===== src/rtl/vout_sampler.sv =====
// Composite video sampler: maps raw PPU DAC lines to a millivolt level, box-averages
// it over one PCLK-aligned pixel window and queues per-pixel samples in a small FIFO.
module vout_sampler #(
    parameter int unsigned WINDOW = 8,
    parameter int unsigned DEPTH  = 4
) (
    input  logic        CLK,
    input  logic        n_RES,
    input  logic [10:0] RawVOut,
    input  logic        PCLK,
    output logic [10:0] level,
    output logic [11:0] sample_data,
    output logic        sample_valid,
    input  logic        sample_ready,
    output logic        resync_err,
    output logic        overflow
);

    localparam int unsigned LVL_W = 11;
    localparam int unsigned LOG2W = $clog2(WINDOW);
    localparam int unsigned ACC_W = LVL_W + LOG2W;
    localparam int unsigned PH_W  = LOG2W;
    localparam int unsigned PTR_W = $clog2(DEPTH);
    localparam int unsigned CNT_W = PTR_W + 1;

    typedef struct packed {
        logic             sync_seen;
        logic [LVL_W-1:0] avg;
    } sample_t;

    // Sample stage
    logic [LVL_W-1:0] level_q, level_d;
    logic             sync_q, sync_d;
    logic             start_q, start_d;
    logic             pclk_prev_q, pclk_prev_d;

    // Window stage
    logic [ACC_W-1:0] acc_q, acc_d;
    logic [PH_W-1:0]  phase_q, phase_d;
    logic             active_q, active_d;
    logic             sync_any_q, sync_any_d;
    logic             resync_q, resync_d;
    logic             push_vld_q, push_vld_d;
    sample_t          push_data_q, push_data_d;

    // FIFO
    sample_t          mem_q [DEPTH];
    sample_t          mem_d [DEPTH];
    logic [PTR_W-1:0] wr_ptr_q, wr_ptr_d;
    logic [PTR_W-1:0] rd_ptr_q, rd_ptr_d;
    logic [CNT_W-1:0] count_q, count_d;
    logic             ovf_q, ovf_d;

    logic [3:0]       hi_idx;
    logic             any_bit;
    logic [LVL_W-1:0] base_lvl;
    logic [ACC_W-1:0] sum_c;
    logic             sync_c;
    logic             pop_c;
    logic             full_c;
    logic             push_ok_c;

    // Highest set DAC line picks the level; TINT attenuates all but sync-only.
    always_comb begin
        hi_idx  = 4'd0;
        any_bit = 1'b0;
        for (int i = 0; i < 10; i++) begin
            if (RawVOut[i]) begin
                hi_idx  = 4'(i);
                any_bit = 1'b1;
            end
        end
        case (hi_idx)
            4'd0:    base_lvl = 11'd48;
            4'd1:    base_lvl = 11'd148;
            4'd2:    base_lvl = 11'd228;
            4'd3:    base_lvl = 11'd312;
            4'd4:    base_lvl = 11'd524;
            4'd5:    base_lvl = 11'd552;
            4'd6:    base_lvl = 11'd616;
            4'd7:    base_lvl = 11'd840;
            4'd8:    base_lvl = 11'd880;
            4'd9:    base_lvl = 11'd1100;
            default: base_lvl = 11'd0;
        endcase
        if (!any_bit) begin
            base_lvl = 11'd0;
        end
        level_d     = (RawVOut[10] && any_bit && (hi_idx != 4'd0))
                      ? base_lvl - (base_lvl >> 2) : base_lvl;
        sync_d      = any_bit && (hi_idx == 4'd0);
        start_d     = PCLK && !pclk_prev_q;
        pclk_prev_d = PCLK;
    end

    // Window accumulation; a start mid-window throws away the partial sum.
    always_comb begin
        acc_d       = acc_q;
        phase_d     = phase_q;
        active_d    = active_q;
        sync_any_d  = sync_any_q;
        resync_d    = 1'b0;
        push_vld_d  = 1'b0;
        push_data_d = '0;

        sum_c  = (start_q || phase_q == '0) ? ACC_W'(level_q) : acc_q + ACC_W'(level_q);
        sync_c = (start_q || phase_q == '0) ? sync_q : (sync_any_q | sync_q);

        if (start_q) begin
            active_d = 1'b1;
            resync_d = (phase_q != '0);
        end

        if (start_q || active_q) begin
            if (!start_q && phase_q == PH_W'(WINDOW - 1)) begin
                push_vld_d            = 1'b1;
                push_data_d.sync_seen = sync_c;
                push_data_d.avg       = LVL_W'(sum_c >> LOG2W);
                phase_d               = '0;
            end else begin
                acc_d      = sum_c;
                sync_any_d = sync_c;
                phase_d    = start_q ? PH_W'(1) : phase_q + PH_W'(1);
            end
        end
    end

    // FIFO: a push into a full FIFO only lands if the head leaves this cycle.
    always_comb begin
        pop_c     = (count_q != '0) && sample_ready;
        full_c    = (count_q == CNT_W'(DEPTH));
        push_ok_c = push_vld_q && (!full_c || pop_c);

        mem_d = mem_q;
        if (push_ok_c) begin
            mem_d[wr_ptr_q] = push_data_q;
        end
        wr_ptr_d = push_ok_c ? wr_ptr_q + PTR_W'(1) : wr_ptr_q;
        rd_ptr_d = pop_c ? rd_ptr_q + PTR_W'(1) : rd_ptr_q;
        case ({push_ok_c, pop_c})
            2'b10:   count_d = count_q + CNT_W'(1);
            2'b01:   count_d = count_q - CNT_W'(1);
            default: count_d = count_q;
        endcase
        ovf_d = ovf_q | (push_vld_q && !push_ok_c);
    end

    always_ff @(posedge CLK) begin
        if (!n_RES) begin
            level_q     <= '0;
            sync_q      <= 1'b0;
            start_q     <= 1'b0;
            pclk_prev_q <= 1'b0;
            acc_q       <= '0;
            phase_q     <= '0;
            active_q    <= 1'b0;
            sync_any_q  <= 1'b0;
            resync_q    <= 1'b0;
            push_vld_q  <= 1'b0;
            push_data_q <= '0;
            mem_q       <= '{default: '0};
            wr_ptr_q    <= '0;
            rd_ptr_q    <= '0;
            count_q     <= '0;
            ovf_q       <= 1'b0;
        end else begin
            level_q     <= level_d;
            sync_q      <= sync_d;
            start_q     <= start_d;
            pclk_prev_q <= pclk_prev_d;
            acc_q       <= acc_d;
            phase_q     <= phase_d;
            active_q    <= active_d;
            sync_any_q  <= sync_any_d;
            resync_q    <= resync_d;
            push_vld_q  <= push_vld_d;
            push_data_q <= push_data_d;
            mem_q       <= mem_d;
            wr_ptr_q    <= wr_ptr_d;
            rd_ptr_q    <= rd_ptr_d;
            count_q     <= count_d;
            ovf_q       <= ovf_d;
        end
    end

    assign level        = level_q;
    assign resync_err   = resync_q;
    assign overflow     = ovf_q;
    assign sample_valid = (count_q != '0);
    assign sample_data  = sample_valid ? mem_q[rd_ptr_q] : '0;

endmodule


===== config.mk =====
export PLATFORM = sky130hd
export DESIGN_NAME = vout_sampler
export DESIGN_NICKNAME = d
export VERILOG_FILES = /design/src/rtl/vout_sampler.sv
export SDC_FILE = /design/constraint.sdc
export NUM_CORES = 1
export LEC_CHECK = 0
export CORE_MARGIN = 5
export CORE_UTILIZATION = 25
export CTS_BUF_LIST = sky130_fd_sc_hd__clkbuf_8
export CTS_CLUSTER_SIZE = 10
export DETAILED_ROUTE_END_ITERATION = 8
export GPL_TIMING_DRIVEN = 0
export PLACE_DENSITY = 0.53
export SLEW_MARGIN = 15
export SYNTH_ARGS = -nofsm -noshare
export SYNTH_HDL_FRONTEND = slang
export SYNTH_SLANG_ARGS = --single-unit

===== constraint.sdc =====
create_clock -name CLK -period 8.5 [get_ports CLK]
set_input_delay 1.7 -clock CLK [delete_from_list [all_inputs] [get_ports CLK]]
set_output_delay 1.7 -clock CLK [all_outputs]
set_load 0.02 [all_outputs]

==> run summary, run 1 <==
- result of the run: finished, final reports clean
- net switching power: 0.000296 W
- dominant register cell in the synthesized netlist: dfxtp_1
- share of Yosys cell area claimed by the top area cell type: 0.373
- # Max-Cap Violations: 0
- Total Routing Usage GR: 0.124
- slack of the worst reg-to-reg path: 5710 ps
- Filler Cell Count: 2,345
- total negative slack: 0 ps
- Post-Route WL: 15,200 um
- number of buffer and inverter stages on the critical path: 5
- register bit total from synthesis: 103
- post-DR vias/cell: 4.89
- number of buffers between clock root and the deepest sink: 2
- sequential power share: 0.503
- routed length per placed instance: 15.3 um
- Yosys cell types: 65
- cell accounting for the most synthesized area: dfxtp_1
- launching instance or port of the critical path: RawVOut[8]
- Util after Layout: 0.297
- fraction of power spent switching nets: 0.294
- number of input and output port buffers inserted: 40
- detailed-router iteration count before antenna repair: 6
- number of synthesized flops with an enable pin: 0
- Combinational Power Share: 0.185
- antenna violations before repair: 0
- cell chain of the critical path: clkdlybuf4s50_1, nor2_1, clkbuf_1, nand2_1, ha_1, inv_1, o311a_1, or2_2, clkbuf_1, inv_1, ha_1, a21o_1, a21oi_1, o21ai_0, a311oi_1, xor2_1, nor2_1
- Max rail drop VDD: 0.0000689 V
- via count of the first global-routing pass: 4,589
- area of the core: 0.0218 mm^2
- Post-Place Worst Slack: 2580 ps
- sequential element share of the synthesized area: 0.373
- initial core utilization: 0.254
- count of final hold-check violations: 0
- Mapped Nets: 711
- x dimension of the die: 159 um
- net total in the final layout: 762
- clock buffers created by TritonCTS: 9
- critical path startpoint category: primary input
- H-tree level count: 3
- TritonCTS clock tree: yes
- Clock Sinks: 103
- critical path's largest stage delay: 480 ps
- height of the chip: 159 um
- Synth Area in Compound Gates: 0.196
- startpoint of the tightest hold check path: pclk_prev_q
- Syn. warnings: 0
- max frequency: 181 MHz
- top cells by area, synth: dfxtp_1 37%, ha_1 7.5%, a21oi_1 7.2%, nand2_1 5.2%, nand3_1 5.1%
- clock tree root driver cell: clkbuf_8
- Worst Setup End Kind: flip-flop
- slew at the pin with the worst max-slew slack: 879 ps
- final weighted congestion in routability-driven placement: 0.838
- CP max FO: 10
- synthesis-to-layout area growth: 17.1%
- post-layout min period: 5520 ps
- Detail Route Antenna Nets: 0
- final HPWL from detailed placement: 11,000 um
- per-instance average area after synthesis: 8.36 um^2
- power per standard cell area: 156 mW/mm^2
- Gates resized, CTS repair: 0
- FFs w/ async S/R, synth: 0
- number of hold buffers added after CTS: 0
- most frequent cells after synthesis: 103 x dfxtp_1, 79 x a21oi_1, 76 x nand2_1
- area of the die: 0.0252 mm^2
- residual DRC count: 0
- synthesized cell area: 0.00552 mm^2
- final critical-path share of the clock period: 0.649
- antenna cell count: 0
- unrepaired setup endpoints after global routing: no
- total congestion overflow: 0
- final setup margin: 2980 ps
- clock latency at the later pin of the worst-skew pair: 390 ps
- synthesized instance count: 661
- Pint: 0.000711 W
- clock group share of total power: 0.313
- Final Slew Violations: 0
- final non-filler cell total: 996
- via count: 4,875
- xor and xnor area share after synthesis: 0.0206
- data arrival time of the critical path: 5770 ps
- simple-gate share of the synthesized area: 0.222
- worst slew slack as a fraction of its limit: 0.414
- Worst Skew: 14.6 ps
- most used standard cell by instance count after synthesis: dfxtp_1
- adder-cell share of the synthesized area: 0.0820
- main combinational cell family by area after synthesis: simple AND/OR/NAND/NOR gates
- power after layout: 0.00101 W
- post-CTS setup buffer count: 0
- gate family responsible for the most delay along the worst path: compound AO/OA/AOI/OAI gates
- count of pins on the block boundary: 41
- Worst EP required: 8760 ps
- first-pass GRT wire length: 24,500 um
- Post-Place Cells: 981
- slowest cell on the critical path: clkdlybuf4s50_1
- critical register-to-register path startpoint: count_q[0]
- Iteration-0 DRC Markers: 268
- path category of the worst min-delay check: reg -> reg
- CP Class: in -> reg
- share of cell area taken by muxes after synthesis: 0.0546
- clock transition time at the flip-flop clock pins of the worst setup and hold paths: 90 ps
- Leakage Power: 2.32 nW
- number of failing setup endpoints in the final timing report: 0
- share of cells above drive strength 1: 0.0587
- largest net degree at the start of global routing: 17
- site row count: 54
[power groups by stage]
stage / Sequential (W) / Combinational [W] / Clock [W]
2_1_floorplan: 0.000521 / 0.000121 / 0
3_3_place_gp: 0.000518 / 0.000185 / 0
3_5_place_dp: 0.000517 / 0.000185 / 0
4_1_cts: 0.000506 / 0.000187 / 0.000329
5_1_grt: 0.000508 / 0.000206 / 0.000348
6_report: 0.000506 / 0.000186 / 0.000315
[metrics by stage]
stage               cell area (um^2)  hold slack, ps
global placement                6270             372
detailed placement              6270             381
CTS                             6470             396
floorplan                       5520             367
finish                          6470             389
global route                    6470             438
[state kept, by name, indices dropped and copies added (netlist names)]
register	count
wr_ptr_q	2
rd_ptr_q	2
sync_any_q	1
level	11
overflow	1
active_q	1
resync_err	1
count_q	3
mem_q	48
pclk_prev_q	1
acc_q	14
phase_q	3
push_data_q	12
start_q	1
push_vld_q	1
sync_q	1
[metal layers]
layer / track usage / part of all wire / vias up
met5: 0 / 0 / -
met4: 0.0341 / 0.019 / 0
met3: 0.0313 / 0.067 / 23
met2: 0.200 / 0.46 / 140
met1: 0.164 / 0.46 / 2256
li1: - / - / 2456
[worst register-to-register path, cell delays in order, from the launching register on]
cell	delay (ps)
dfxtp_1	340
nor4b_1	390
nor2b_1	80
clkbuf_1	230
clkbuf_1	330
inv_1	130
ha_1	190
inv_1	60
fa_1	370
xor2_1	160
or3_1	300
a21oi_1	140
[area by class of cell]
class	instances	area (um^2)	share of cell area
multi-input combinational	486	3180	0.492
inverter	36	135	0.0209
buffer	36	145	0.0224
timing repair buffer	40	400	0.0619
sequential	103	2060	0.319
clock buffer	10	138	0.0213
clock inverter	5	57.6	0.00890
tap	280	350	0.0542
[cells by family after synthesis]
logic type      after synthesis
simple gates                257
mux                          15
buf+inv                      72
fa+ha+maj                    35
compound gates              166
xor+xnor                     13
flops                       103
[placed cells by master, fill, tap and decap left out, types with 5 or more instances in the layout]
master,count
or4_1,5
a21oi_1,79
nand3_1,56
clkbuf_8,11
o21a_1,7
nor3_1,7
buf_1,6
a21o_1,7
and3_1,7
dfxtp_1,103
and2_1,15
xor2_1,6
inv_1,36
nor2b_1,5
ha_1,33
o21ai_0,16
clkdlybuf4s50_1,40
o31ai_1,5
clkbuf_1,29
nand2b_1,7
mux4_2,12
nand2_1,76
xnor2_1,7
a211oi_1,11
nor2_1,56
[worst paths after layout]
| check | end | cells past startpoint |
|---|---|---|
| setup / recovery | level[10] | 17 |
| hold / removal | start_q | 1 |
| setup reg to reg | count_q[2] | 11 |
| hold reg to reg | start_q | 1 |
Power figures use the tool's default switching activity.
==> run 2: changes to the inputs <==
- clock period: 8.5 -> 5.2 ns (I/O delays scaled with it)
==> run summary, run 2 (synthesized netlist as in run 1, its figures left out) <==
- Worst EP required: 5450 ps, -3310 ps
- max frequency: 214 MHz
- residual DRC count: 0, unchanged
- clock latency at the later pin of the worst-skew pair: 390 ps, about the same
- Clock Sinks: 103, unchanged
- clock transition time at the flip-flop clock pins of the worst setup and hold paths: 90 ps, about the same
- antenna cell count: 0, unchanged
- path category of the worst min-delay check: reg -> reg
- final weighted congestion in routability-driven placement: 0.838, unchanged
- Detail Route Antenna Nets: 0, unchanged
- count of final hold-check violations: 0, unchanged
- final setup margin: 518 ps, -2470 ps
- Iteration-0 DRC Markers: 262, -2.2%
- CP max FO: 10, unchanged
- net total in the final layout: 762, unchanged
- initial core utilization: 0.254, unchanged
- routed length per placed instance: 15.3 um, -0.12%
- number of buffers between clock root and the deepest sink: 2, unchanged
- final non-filler cell total: 996, unchanged
- Post-Place Cells: 981, unchanged
- Worst Setup End Kind: flip-flop
- CP Class: in -> reg
- final critical-path share of the clock period: 0.900
- clock buffers created by TritonCTS: 9, unchanged
- flip-flop count of the largest register, all copies and words added: 48, unchanged
- via count: 4,889, +0.29%
- TritonCTS clock tree: yes
- Post-Route WL: 15,200 um, -0.12%
- area of the die: 0.0252 mm^2, unchanged
- site row count: 54, unchanged
- commonest non-fill, non-tap cell in the layout: dfxtp_1
- post-layout min period: 4680 ps
- antenna violations before repair: 0, unchanged
- Worst Skew: 14.5 ps, -0.0700 ps
- commonest cells after routing, fill and taps aside: 103 x dfxtp_1, 79 x a21oi_1, 76 x nand2_1, 56 x nor2_1, 56 x nand3_1
- Leakage Power: 2.32 nW, +0.14%
- top register by number of flip-flops: mem_q
- slack of the worst reg-to-reg path: 2410 ps, -3300 ps
- largest net degree at the start of global routing: 17, unchanged
- startpoint of the tightest hold check path: pclk_prev_q
- hold-critical path depth: 1, unchanged
- critical path startpoint category: primary input
- Max rail drop VDD: 0.000113 V, +64%
- height of the chip: 159 um, unchanged
- slew at the pin with the worst max-slew slack: 876 ps, -2.73 ps
- depth of the worst register-to-register path: 11, unchanged
- post-CTS setup buffer count: 0, unchanged
- via count of the first global-routing pass: 4,589, unchanged
- # Max-Cap Violations: 0, unchanged
- final HPWL from detailed placement: 11,000 um, unchanged
- Total Routing Usage GR: 0.124, unchanged
- area of the core: 0.0218 mm^2, unchanged
- total congestion overflow: 0, unchanged
- detailed-router iteration count before antenna repair: 5, -1
- result of the run: finished, final reports clean
- Endpoint, Worst Hold: start_q
- capture instance of the worst register-to-register path: count_q[2]
- H-tree level count: 3, unchanged
- number of failing setup endpoints in the final timing report: 0, unchanged
- number of input and output port buffers inserted: 40, unchanged
- count of pins on the block boundary: 41, unchanged
- critical register-to-register path startpoint: count_q[0]
- first-pass GRT wire length: 24,500 um, unchanged
- x dimension of the die: 159 um, unchanged
- share of cells above drive strength 1: 0.0601, +0.00140
- power per standard cell area: 254 mW/mm^2, +63%
- synthesis-to-layout area growth: 17.2%, about the same
- unrepaired setup endpoints after global routing: no
- Post-Place Worst Slack: -60.1 ps, -2640 ps
- Final Slew Violations: 0, unchanged
- clock tree root driver cell: clkbuf_8
- biggest regs: mem_q x48, acc_q x14, push_data_q x12
- post-DR vias/cell: 4.91, +0.29%
- worst slew slack as a fraction of its limit: 0.416, +0.00182
- data arrival time of the critical path: 4940 ps, -830 ps
==> run 2: final cells by class <==
cell class / instances / area [um^2]
multi-input combinational: 486 / 3180
timing repair buffer: 40 / 400
inverter: 36 / 135
tap: 280 / 350
fill: 2344 / 15300
clock buffer: 10 / 138
buffer: 36 / 146
sequential: 103 / 2060
clock inverter: 5 / 57.6
==> run 2: worst max-delay path, stage by stage <==
cell and delay (ps):
clkdlybuf4s50_1 490, nor2_1 170, clkbuf_2 240, nand2_1 150, ha_1 360, inv_1 50
o311a_1 390, or2_2 290, clkbuf_1 150, inv_1 70, ha_1 280, a21o_1 200
a21oi_1 270, o21ai_0 200, a311oi_1 350, xor2_1 190, nor2_1 50
==> run 2: what timing repair did <==
item / in CTS / in global routing
hold buffers: 0 / 0
endpoints found under the setup margin: 0 / 1
resized for setup: 0 / 2
==> run 2: routing by layer <==
| metal | track usage | part of all wire | up-vias |
|---|---|---|---|
| met5 | 0 | 0 | - |
| met2 | 0.200 | 0.46 | 148 |
| met3 | 0.0313 | 0.069 | 24 |
| met1 | 0.164 | 0.46 | 2262 |
| met4 | 0.0341 | 0.019 | 0 |
| li1 | - | - | 2455 |
==> run 2: worst max path at each step <==
| stage | start | to | slack [ps] | cells past startpoint |
|---|---|---|---|---|
| 6_report | RawVOut[8] | level[10] | 520 | 17 |
| 5_1_grt | RawVOut[2] | level[10] | 140 | 20 |
| 4_1_cts | RawVOut[9] | level[10] | 360 | 17 |
| 3_5_place_dp | RawVOut[9] | level[10] | -60 | 17 |
| 3_3_place_gp | RawVOut[9] | level[10] | -30 | 17 |
| 2_1_floorplan | RawVOut[8] | level[10] | 1000 | 16 |
==> run 2: power by group <==
part           switching (W)  internal [W]
combinational       0.000184      0.000120
sequential         0.0000180      0.000809
clock               0.000281      0.000233
==> run 2: metrics by stage <==
stage                     total power, W  setup TNS, ps  cell area [um^2]   util  hold slack (ps)
after floorplan                  0.00105              0              5520      -              367
after global placement           0.00115          -25.9              6270  0.288              372
after detailed placement         0.00115          -60.1              6270  0.288              381
after CTS                        0.00167              0              6470  0.297              396
after global routing             0.00174              0              6470  0.297              438
final                            0.00164              0              6470  0.297              390
==> run 3: changes to the inputs <==
- PLACE_DENSITY: 0.53 -> 0.54
- REMOVE_ABC_BUFFERS: unset -> 1
- clock period: 5.2 -> 3.9 ns (I/O delays scaled with it)
==> run summary, run 3 (synthesized netlist as in run 1, its figures left out) <==
- commonest non-fill, non-tap cell in the layout: dfxtp_1
- launching instance or port of the critical path: RawVOut[4]
- final setup margin: 120 ps, -399 ps
- via count: 4,687, -4.1%
- number of input and output port buffers inserted: 40, unchanged
- Worst Skew: 9.35 ps, -5.18 ps
- clock transition time at the flip-flop clock pins of the worst setup and hold paths: 90 ps, about the same
- share of cells above drive strength 1: 0.0918, +0.0318
- clock buffers created by TritonCTS: 9, unchanged
- # Max-Cap Violations: 0, unchanged
- routed length per placed instance: 14.3 um, -6.1%
- height of the chip: 159 um, unchanged
- slack of the worst reg-to-reg path: 1040 ps, -1370 ps
- largest net degree at the start of global routing: 43, +26
- CP Class: in -> reg
- power per standard cell area: 329 mW/mm^2, +30%
- max frequency: 265 MHz
- critical register-to-register path startpoint: count_q[0]
- detailed-router iteration count before antenna repair: 4, -1
- worst slew slack as a fraction of its limit: 0.331, -0.0850
- flip-flop count of the largest register, all copies and words added: 48, unchanged
- Total Routing Usage GR: 0.112, -0.0115
- clock latency at the later pin of the worst-skew pair: 370 ps, -20 ps
- first-pass GRT wire length: 22,900 um, -6.4%
- count of final hold-check violations: 0, unchanged
- slew at the pin with the worst max-slew slack: 1000 ps, +124 ps
- Iteration-0 DRC Markers: 264, +0.76%
- Detail Route Antenna Nets: 0, unchanged
- via count of the first global-routing pass: 4,534, -1.2%
- data arrival time of the critical path: 4030 ps, -910 ps
- result of the run: finished, final reports clean
- Clock Sinks: 103, unchanged
- startpoint of the tightest hold check path: pclk_prev_q
- synthesis-to-layout area growth: 17.5%
- net total in the final layout: 731, -4.1%
- commonest cells after routing, fill and taps aside: 103 x dfxtp_1, 75 x nand2_1, 75 x a21oi_1, 56 x nand3_1, 54 x nor2_1
- Worst Setup End Kind: flip-flop
- Max rail drop VDD: 0.000139 V, +23%
- number of buffers between clock root and the deepest sink: 2, unchanged
- Worst EP required: 4150 ps, -1300 ps
- initial core utilization: 0.254, unchanged
- unrepaired setup endpoints after global routing: yes
- biggest regs: mem_q x48, acc_q x14, push_data_q x12
- capture instance of the worst register-to-register path: count_q[2]
- CP max FO: 5, -5
- Post-Place Cells: 947, -3.5%
- total congestion overflow: 0, unchanged
- number of hold buffers added after CTS: 0, unchanged
- Final Slew Violations: 0, unchanged
- Util after Layout: 0.298, +0.000978
- final non-filler cell total: 966, -3.0%
- depth of the worst register-to-register path: 10, -1
- hold-critical path depth: 1, unchanged
- Post-Route WL: 13,900 um, -9.0%
- Min Hold Slack: 392 ps, +1.89 ps
- post-layout min period: 3780 ps
- site row count: 54, unchanged
- final HPWL from detailed placement: 9400 um, -14%
- post-DR vias/cell: 4.85, -1.2%
- top register by number of flip-flops: mem_q
- area of the core: 0.0218 mm^2, unchanged
- antenna cell count: 0, unchanged
- total negative slack: 0 ps, unchanged
- antenna violations before repair: 0, unchanged
- clock tree root driver cell: clkbuf_8
- final critical-path share of the clock period: 0.969
- critical path startpoint category: primary input
- TritonCTS clock tree: yes
- count of pins on the block boundary: 41, unchanged
- path category of the worst min-delay check: reg -> reg
- final weighted congestion in routability-driven placement: 0.811, -3.2%
- Post-Place Worst Slack: -995 ps, -935 ps
- Endpoint, Worst Hold: start_q
- Leakage Power: 2.35 nW, +1.2%
- residual DRC count: 0, unchanged
- area of the die: 0.0252 mm^2, unchanged
- x dimension of the die: 159 um, unchanged
- H-tree level count: 3, unchanged
- number of failing setup endpoints in the final timing report: 0, unchanged
-- run 3: changes by cell type in the layout (fill, tap and decap cells not counted), sizes merged --
cell,before,now
dlymetal6s2s,0,4
clkdlybuf4s50,40,36
clkbuf,40,9
clkinv,1,3
inv,37,38
bufinv,1,0
buf,6,5
-- run 3: area by class of cell --
cell class                 count  area, um^2
inverter                      36         138
multi-input combinational    486        3300
clock inverter                 7        48.8
tap                          280         350
clock buffer                   9         124
timing repair buffer          45         473
fill                        2334       15300
sequential                   103        2060
-- run 3: worst max-delay path by stage --
stage,end,cells past startpoint
after detailed placement,level[10],15
after global placement,push_data_q[9],7
final,level[10],17
after global routing,level[10],17
after CTS,level[10],19
after floorplan,level[10],14
-- run 3: per-stage QoR --
stage	instance area (um^2)	total power, W
after floorplan	5380	0.00139
after global placement	6130	0.00151
after detailed placement	6180	0.00152
after CTS	6410	0.00215
after global routing	6490	0.00226
final	6490	0.00214
-- run 3: per-layer routing --
metal | vias to the layer above | part of all wire | global-route usage
met5 | - | 0 | 0
met4 | 0 | 0.0088 | 0.0240
met3 | 10 | 0.047 | 0.0269
met2 | 70 | 0.48 | 0.190
met1 | 2222 | 0.46 | 0.146
li1 | 2385 | - | -
-- run 3: where the power goes --
group	total [W]	internal (W)	switching (W)
Sequential	0.00110	0.00108	0.0000252
Clock	0.000617	0.000233	0.000384
Combinational	0.000416	0.000174	0.000242
-- run 3: what timing repair did --
item	4_1_cts	5_1_grt
pin swaps	4	6
resized for setup	10	15
setup endpoints to repair	8	11
gates cloned	0	0
buffers inserted	2	1
-- run 3: worst max-delay path: stages --
cell             delay, ps
clkdlybuf4s50_1        490
o21bai_1               180
a21oi_1                 90
nor2_1                 150
nor2_2                  90
ha_4                   290
inv_1                   50
o311a_4                390
or2_4                  270
inv_2                   80
ha_4                   220
a21o_1                 190
a21oi_2                140
o21ai_1                120
a311oi_2               290
xor2_1                 170
nor2_1                  50
